==> src/rtl/switch_display_pkg.sv <==
`default_nettype none
// ============================================================================
//  Module  : switch_display_pkg
//  Brief   : Shared constants for the switch counter display: 7-segment
//            table, digit constants, display mode encodings, channel bound.
//  Revision: 1.0  initial release
// ============================================================================
package switch_display_pkg;

    // Upper bound on the number of switch/LED/digit channels
    localparam int CHANNELS_MAX = 6;

    // Display mode encodings
    localparam int MODE_LEVEL = 0;
    localparam int MODE_COUNT = 1;

    // Active-low {dp,g,f,e,d,c,b,a} codes for the level digits, dp off
    localparam logic [7:0] SEG_ZERO = 8'hC0;
    localparam logic [7:0] SEG_ONE  = 8'hF9;

    // Decimal digit table, index 0 in the least significant byte, dp off
    localparam logic [9:0][7:0] SEG_TABLE = {
        8'h90, 8'h80, 8'hF8, 8'h82, 8'h92,
        8'h99, 8'hB0, 8'hA4, 8'hF9, 8'hC0
    };

    // BCD digit to segment code; non-decimal values blank the digit
    function automatic logic [7:0] seg_decode(input logic [3:0] bcd);
        logic [7:0] seg;
        seg = 8'hFF;
        if (bcd <= 4'd9) begin
            seg = SEG_TABLE[bcd];
        end
        return seg;
    endfunction

endpackage
`default_nettype wire

==> src/rtl/switch_counter_display_if.sv <==
`default_nettype none
// ============================================================================
//  Module  : switch_counter_display_if
//  Brief   : Board-facing signal bundle: raw switches and clear in, LEDs
//            and 7-segment digits out.
//  Revision: 1.0  initial release
// ============================================================================
interface switch_counter_display_if #(
    parameter int CHANNELS = 6
);
    logic [CHANNELS-1:0]   SW;
    logic                  CLR;
    logic [CHANNELS-1:0]   LEDR;
    logic [8*CHANNELS-1:0] HEX;

    // Board / testbench side
    modport master (
        output SW,
        output CLR,
        input  LEDR,
        input  HEX
    );

    // Display core side
    modport slave (
        input  SW,
        input  CLR,
        output LEDR,
        output HEX
    );
endinterface
`default_nettype wire

==> src/rtl/switch_debouncer.sv <==
`default_nettype none
// ============================================================================
//  Module  : switch_debouncer
//  Brief   : Two-flop synchroniser followed by a hold-time debouncer for one
//            switch. Emits the accepted level and a same-cycle rise pulse.
//  Revision: 1.0  initial release
// ============================================================================
module switch_debouncer #(
    parameter int DEBOUNCE_CYCLES = 500000
) (
    input  wire logic clk_i,
    input  wire logic rst_ni,
    input  wire logic raw_i,
    output logic      stable_o,
    output logic      rise_o
);
    localparam int               CNT_W    = $clog2(DEBOUNCE_CYCLES);
    localparam logic [CNT_W-1:0] CNT_LAST = CNT_W'(DEBOUNCE_CYCLES - 1);

    logic             sync1_q;
    logic             sync2_q;
    logic             stable_q;
    logic             stable_d;
    logic [CNT_W-1:0] cnt_q;
    logic [CNT_W-1:0] cnt_d;

    // Count consecutive cycles of disagreement; accept on the last one,
    // and any agreement (including a reversal) restarts the count.
    always_comb begin
        stable_d = stable_q;
        cnt_d    = '0;
        if (sync2_q != stable_q) begin
            if (cnt_q == CNT_LAST) begin
                stable_d = sync2_q;
            end else begin
                cnt_d = cnt_q + CNT_W'(1);
            end
        end
    end

    // Synchroniser, accepted level and hold counter
    always_ff @(posedge clk_i or negedge rst_ni) begin
        if (!rst_ni) begin
            sync1_q  <= 1'b0;
            sync2_q  <= 1'b0;
            stable_q <= 1'b0;
            cnt_q    <= '0;
        end else begin
            sync1_q  <= raw_i;
            sync2_q  <= sync1_q;
            stable_q <= stable_d;
            cnt_q    <= cnt_d;
        end
    end

    assign stable_o = stable_q;
    // High on the cycle whose edge will move the accepted level 0->1
    assign rise_o   = ~stable_q & stable_d;

endmodule
`default_nettype wire

==> src/rtl/switch_counter_display.sv <==
`default_nettype none
// ============================================================================
//  Module  : switch_counter_display
//  Brief   : Per-channel debounced switches driving LEDs and 7-segment
//            digits that show either the level or a mod-10 press count.
//  Revision: 1.0  initial release
// ============================================================================
module switch_counter_display
    import switch_display_pkg::*;
#(
    parameter int CHANNELS        = 6,
    parameter int DEBOUNCE_CYCLES = 500000,
    parameter int MODE            = 1
) (
    input  wire logic                 CLOCK_50,
    input  wire logic                 RESET_N,
    switch_counter_display_if.slave   bus
);
    logic [CHANNELS-1:0] stable_w;
    logic [CHANNELS-1:0] rise_w;

    for (genvar i = 0; i < CHANNELS; i++) begin : g_ch
        logic [3:0] count_q;
        logic [3:0] count_d;
        logic [7:0] seg_w;
        logic [7:0] digit_w;

        switch_debouncer #(
            .DEBOUNCE_CYCLES (DEBOUNCE_CYCLES)
        ) u_debouncer (
            .clk_i    (CLOCK_50),
            .rst_ni   (RESET_N),
            .raw_i    (bus.SW[i]),
            .stable_o (stable_w[i]),
            .rise_o   (rise_w[i])
        );

        // BCD press count; clear wins over a coincident increment
        always_comb begin
            count_d = count_q;
            if (bus.CLR) begin
                count_d = 4'd0;
            end else if (rise_w[i]) begin
                count_d = (count_q == 4'd9) ? 4'd0 : count_q + 4'd1;
            end
        end

        // Press count register
        always_ff @(posedge CLOCK_50 or negedge RESET_N) begin
            if (!RESET_N) begin
                count_q <= 4'd0;
            end else begin
                count_q <= count_d;
            end
        end

        // Digit decode from registered state only, so it moves with LEDR
        always_comb begin
            seg_w = seg_decode(count_q);
            if (MODE == MODE_LEVEL) begin
                digit_w = stable_w[i] ? SEG_ONE : SEG_ZERO;
            end else begin
                digit_w = {~stable_w[i], seg_w[6:0]};
            end
        end

        assign bus.HEX[8*i +: 8] = digit_w;
    end

    assign bus.LEDR = stable_w;

endmodule
`default_nettype wire

==> src/flat_wrapper.sv <==
// flat-port wrapper written by rule: the top's interface ports become plain ports
module switch_counter_display_flat import switch_display_pkg::*;
#(
    parameter int CHANNELS        = 6,
    parameter int DEBOUNCE_CYCLES = 500000,
    parameter int MODE            = 1
)
  (CLOCK_50, RESET_N, bus_SW, bus_CLR, bus_LEDR, bus_HEX);
  switch_counter_display_if #(.CHANNELS(CHANNELS)) bus_i ();
  input  wire logic CLOCK_50;
  input  wire logic RESET_N;
  input wire logic [$bits(bus_i.SW)-1:0] bus_SW;
  input wire logic [$bits(bus_i.CLR)-1:0] bus_CLR;
  output wire logic [$bits(bus_i.LEDR)-1:0] bus_LEDR;
  output wire logic [$bits(bus_i.HEX)-1:0] bus_HEX;
  assign bus_i.SW = bus_SW;
  assign bus_i.CLR = bus_CLR;
  assign bus_LEDR = bus_i.LEDR;
  assign bus_HEX = bus_i.HEX;
  switch_counter_display #(.CHANNELS(CHANNELS), .DEBOUNCE_CYCLES(DEBOUNCE_CYCLES), .MODE(MODE)) u_core (.CLOCK_50(CLOCK_50), .RESET_N(RESET_N), .bus(bus_i));
endmodule
==> config.mk <==
export PLATFORM = sky130hd
export DESIGN_NAME = switch_counter_display_flat
export DESIGN_NICKNAME = d
export VERILOG_FILES = /design/src/rtl/switch_display_pkg.sv /design/src/rtl/switch_counter_display_if.sv /design/src/rtl/switch_debouncer.sv /design/src/rtl/switch_counter_display.sv /design/src/flat_wrapper.sv
export SDC_FILE = /design/constraint.sdc
export NUM_CORES = 1
export LEC_CHECK = 0
export CAP_MARGIN = 20
export CORE_MARGIN = 5
export CORE_UTILIZATION = 60
export DETAILED_ROUTE_END_ITERATION = 16
export HOLD_SLACK_MARGIN = 0.03
export PLACE_DENSITY = 0.78
export SYNTH_ARGS = -nofsm -noshare
export SYNTH_HDL_FRONTEND = slang
export SYNTH_HIERARCHICAL = 1
export SYNTH_SLANG_ARGS = --single-unit
==> constraint.sdc <==
create_clock -name CLOCK_50 -period 3.2 [get_ports CLOCK_50]
set_input_delay 0.32 -clock CLOCK_50 [delete_from_list [all_inputs] [get_ports CLOCK_50]]
set_output_delay 0.32 -clock CLOCK_50 [all_outputs]
set_load 0.05 [all_outputs]
==> flow_summary_export.csv <==
group,metric,value,unit
run,cap_violations,0,
placement,dp_slack,0.5560,ns
critical_path,r2r-start,"u_core/g_ch[0].u_debouncer/cnt_q[0]",
timing,tightestPinTransition,0.7797,ns
critical_path,r2r_setup_slack,0.49,ns
die,start_util,61.51,%
logic_synthesis,synth_seq_cells,156,
logic_synthesis,yosysWarnings,6,
grt,antenna_found_initial,0,
clocking,tritoncts,"yes",
placement,gp_congestion,0.8451,
clocking,root_buffer,"clkbuf_16",
critical_path,path_max_fanout,8,
clocking,clk_latency,0.41,ns
timing,setup_viol,0,
critical_path,worstReg2RegEnd,"u_core/g_ch[0].count_q[2]",
timing,drv_slew,0,
placement,hpwl,11760,um
logic_synthesis,synth.area.top_cells,"dfrtp_1 44%, xnor2_1 7.4%, nor2_1 6.0%",
logic_synthesis,yosysTopAreaCell,"dfrtp_1",
pwr,internal_power,3.229,mW
clocking,cts_sinks,156,
clocking,clockBufferDepth,2,
critical_path,path_class,"flip-flop to output port",
final_layout,final_layout_size_suffix_gt1_share,7.260,%
timing,setup_ws,0.2474,ns
logic_synthesis,avgSynthCellArea,9.232,sq um
pwr,vdd_drop_max,440.8,uV
grt,grtUsageTotal,19.83,%
drt,postRouteAntennaNets,0,
critical_path,crit_required,2.88,ns
pwr,p_comb_share,3.1,%
critical_path,r2r_cells,8,
pwr,switchingPower,833.0,uW
hold_path,hold_start,"bus_SW[3]",
pwr,power_density,395.9,nW/um^2
grt,grt_pass1_wl,29560,um
clocking,cts_resized,0,
clocking,clkSlewWorstSetupHoldPaths,0.06,ns
clocking,htreeDepth,4,
timing,final.setup.tns,0,ns
final_layout,diodes,0,
die,dieArea,17500,sq um
logic_synthesis,syn_inst,972,
logic_synthesis,netlist.area_leader.share,43.50,%
die,die-height,132.3,um
drt,vias_per_cell,5.703,
drt,routedWlPerCell,13.97,um
logic_synthesis,syn-num-nets,1019,
timing,fmax,338.7,MHz
die,rows,44,
clocking,postCtsSetupBuffers,0,
hold_path,hp-class,"primary input to flip-flop",
final_layout,final_common_cell,"dfrtp_1",
placement,io_buffer_count,62,
final_layout,fin_nets,1070,
hold_path,hold_depth,1,
timing,relSlewSlack,47.91,%
logic_synthesis,ys_seq_area_share,43.50,%
critical_path,startpoint_type,"flip-flop",
critical_path,cp.arrival,2.63,ns
final_layout,final_cell_mix,"156 x dfrtp_1, 143 x nor2_1, 82 x nand2_1",
die,die_w,132.3,um
logic_synthesis,dominantRegCellSynth,"dfrtp_1",
grt,grt-ovfl-total,0,
timing,clock_skew,0.008358,ns
pwr,swShare,20.51,%
logic_synthesis,syn-cell-area,8974,sq um
grt,grt_start_max_net_pins,98,
die,pin_count,63,
pwr,leakagePower,3.991,nW
timing,hold_violations,0,
final_layout,area_growth,14.33,%
drt,drtIter0Drc,355,
die,core,14590,sq um
drt,vias,6941,
timing,period_minus_slack,2.953,ns
hold_path,min_to,"u_core/g_ch[3].u_debouncer/sync1_q",
critical_path,endpoint_kind,"output port",
pwr,seq_power_share,50.0,%
logic_synthesis,async_flop_share,100.0,%
timing,fin_crit_sh,92.27,%
logic_synthesis,synth_cell_types,59,
drt,first_pass_iters,6,
pwr,pwr-share-clk,46.9,%
timing,grt_setup_unrepaired,"no",
drt,drt-total-wl,17000,um
run_status,status,"completed",
drt,drc,0,
grt,grt_pass1_vias,6485,
logic_synthesis,synth_edf_count,0,
clocking,cts_inserted_buffers,17,
what timing repair did:
item / CTS / global route
hold buffers: 1 / 0
endpoints found under the hold margin: 59 / 0
endpoints found under the setup margin: 0 / 0
sequential cells by signal, summed over array words and instances (netlist names):
register / count
u_core/g_ch.u_debouncer/stable_o: 6
u_core/g_ch.count_q: 24
u_core/g_ch.u_debouncer/sync1_q: 6
u_core/g_ch.u_debouncer/cnt_q: 114
u_core/g_ch.u_debouncer/sync2_q: 6
kinds of logic after synthesis:
group / synth area share, %
adder cells (fa/ha/maj): 5.298
AND/OR/NAND/NOR: 26.32
AO/OA/AOI/OAI: 10.18
XOR/XNOR: 9.760
flip-flops: 43.50
buffers and inverters: 3.960
multiplexers: 0.9760
layer usage:
layer | up-vias | wire, um | GRT usage, %
met5 | - | 0 | 0
met4 | 0 | 141 | 5.769
met3 | 12 | 599 | 4.733
met2 | 131 | 8041 | 31.78
met1 | 3289 | 8222 | 27.04
li1 | 3509 | - | -
how the worst max path moves through the flow:
stage	slack (ns)	startpoint	endpoint
2_1_floorplan	0.90	u_core/g_ch[4].u_debouncer/cnt_q[0]	u_core/g_ch[4].count_q[2]
3_3_place_gp	0.68	u_core/g_ch[5].u_debouncer/cnt_q[0]	u_core/g_ch[5].count_q[2]
3_5_place_dp	0.56	u_core/g_ch[5].u_debouncer/cnt_q[0]	u_core/g_ch[5].count_q[2]
4_1_cts	0.22	u_core/g_ch[0].count_q[1]	bus_HEX[4]
5_1_grt	0.03	u_core/g_ch[3].count_q[1]	bus_HEX[28]
6_report	0.25	u_core/g_ch[0].count_q[1]	bus_HEX[4]
synthesized netlist by cell type (12+ instances only):
cell     instances
xor2_1          24
buf_2           15
nand4_1         56
inv_1           44
nand2_1         82
nor4_1          18
ha_1            38
nand3_1         37
nor4b_1         12
nor3_1          37
nor2_1         143
a21oi_1         44
o21ai_0         28
dfrtp_1        156
xnor2_1         76
worst max-delay path: stages, from the launching register on:
cell	delay, ns
dfrtp_1	0.42
inv_1	0.13
ha_1	0.29
nor3b_2	0.27
nor2_1	0.08
a32oi_1	0.19
clkdlybuf4s50_1	0.84
area by class of cell:
cell class	instances	area (sq um)
clock inverter	8	93.84
fill	1095	4329
clock buffer	21	470.5
timing repair buffer	65	666.9
tap	184	230.2
sequential	156	3904
inverter	48	180.2
multi-input combinational	735	4715
power by group through the flow:
stage / registers, mW / logic [mW] / clock network [mW]
2_1_floorplan: 2.05 / 0.0690 / 0
3_3_place_gp: 2.06 / 0.124 / 0
3_5_place_dp: 2.07 / 0.125 / 0
4_1_cts: 2.03 / 0.127 / 1.96
5_1_grt: 2.04 / 0.144 / 2.06
6_report: 2.03 / 0.124 / 1.91
metrics by stage:
stage / utilization (%) / power, mW / std cells / cell area [sq um] / hold slack, ns
after floorplan: - / 2.123 / 972 / 8974 / 0.02441
after global placement: 66.29 / 2.188 / 1186 / 9671 / 0.3268
after detailed placement: 66.29 / 2.190 / 1186 / 9671 / 0.3210
after CTS: 70.22 / 4.121 / 1216 / 10240 / 0.3169
after global routing: 70.33 / 4.239 / 1217 / 10260 / 0.3239
final: 70.33 / 4.062 / 1217 / 10260 / 0.3425
Power figures use the tool's default switching activity.
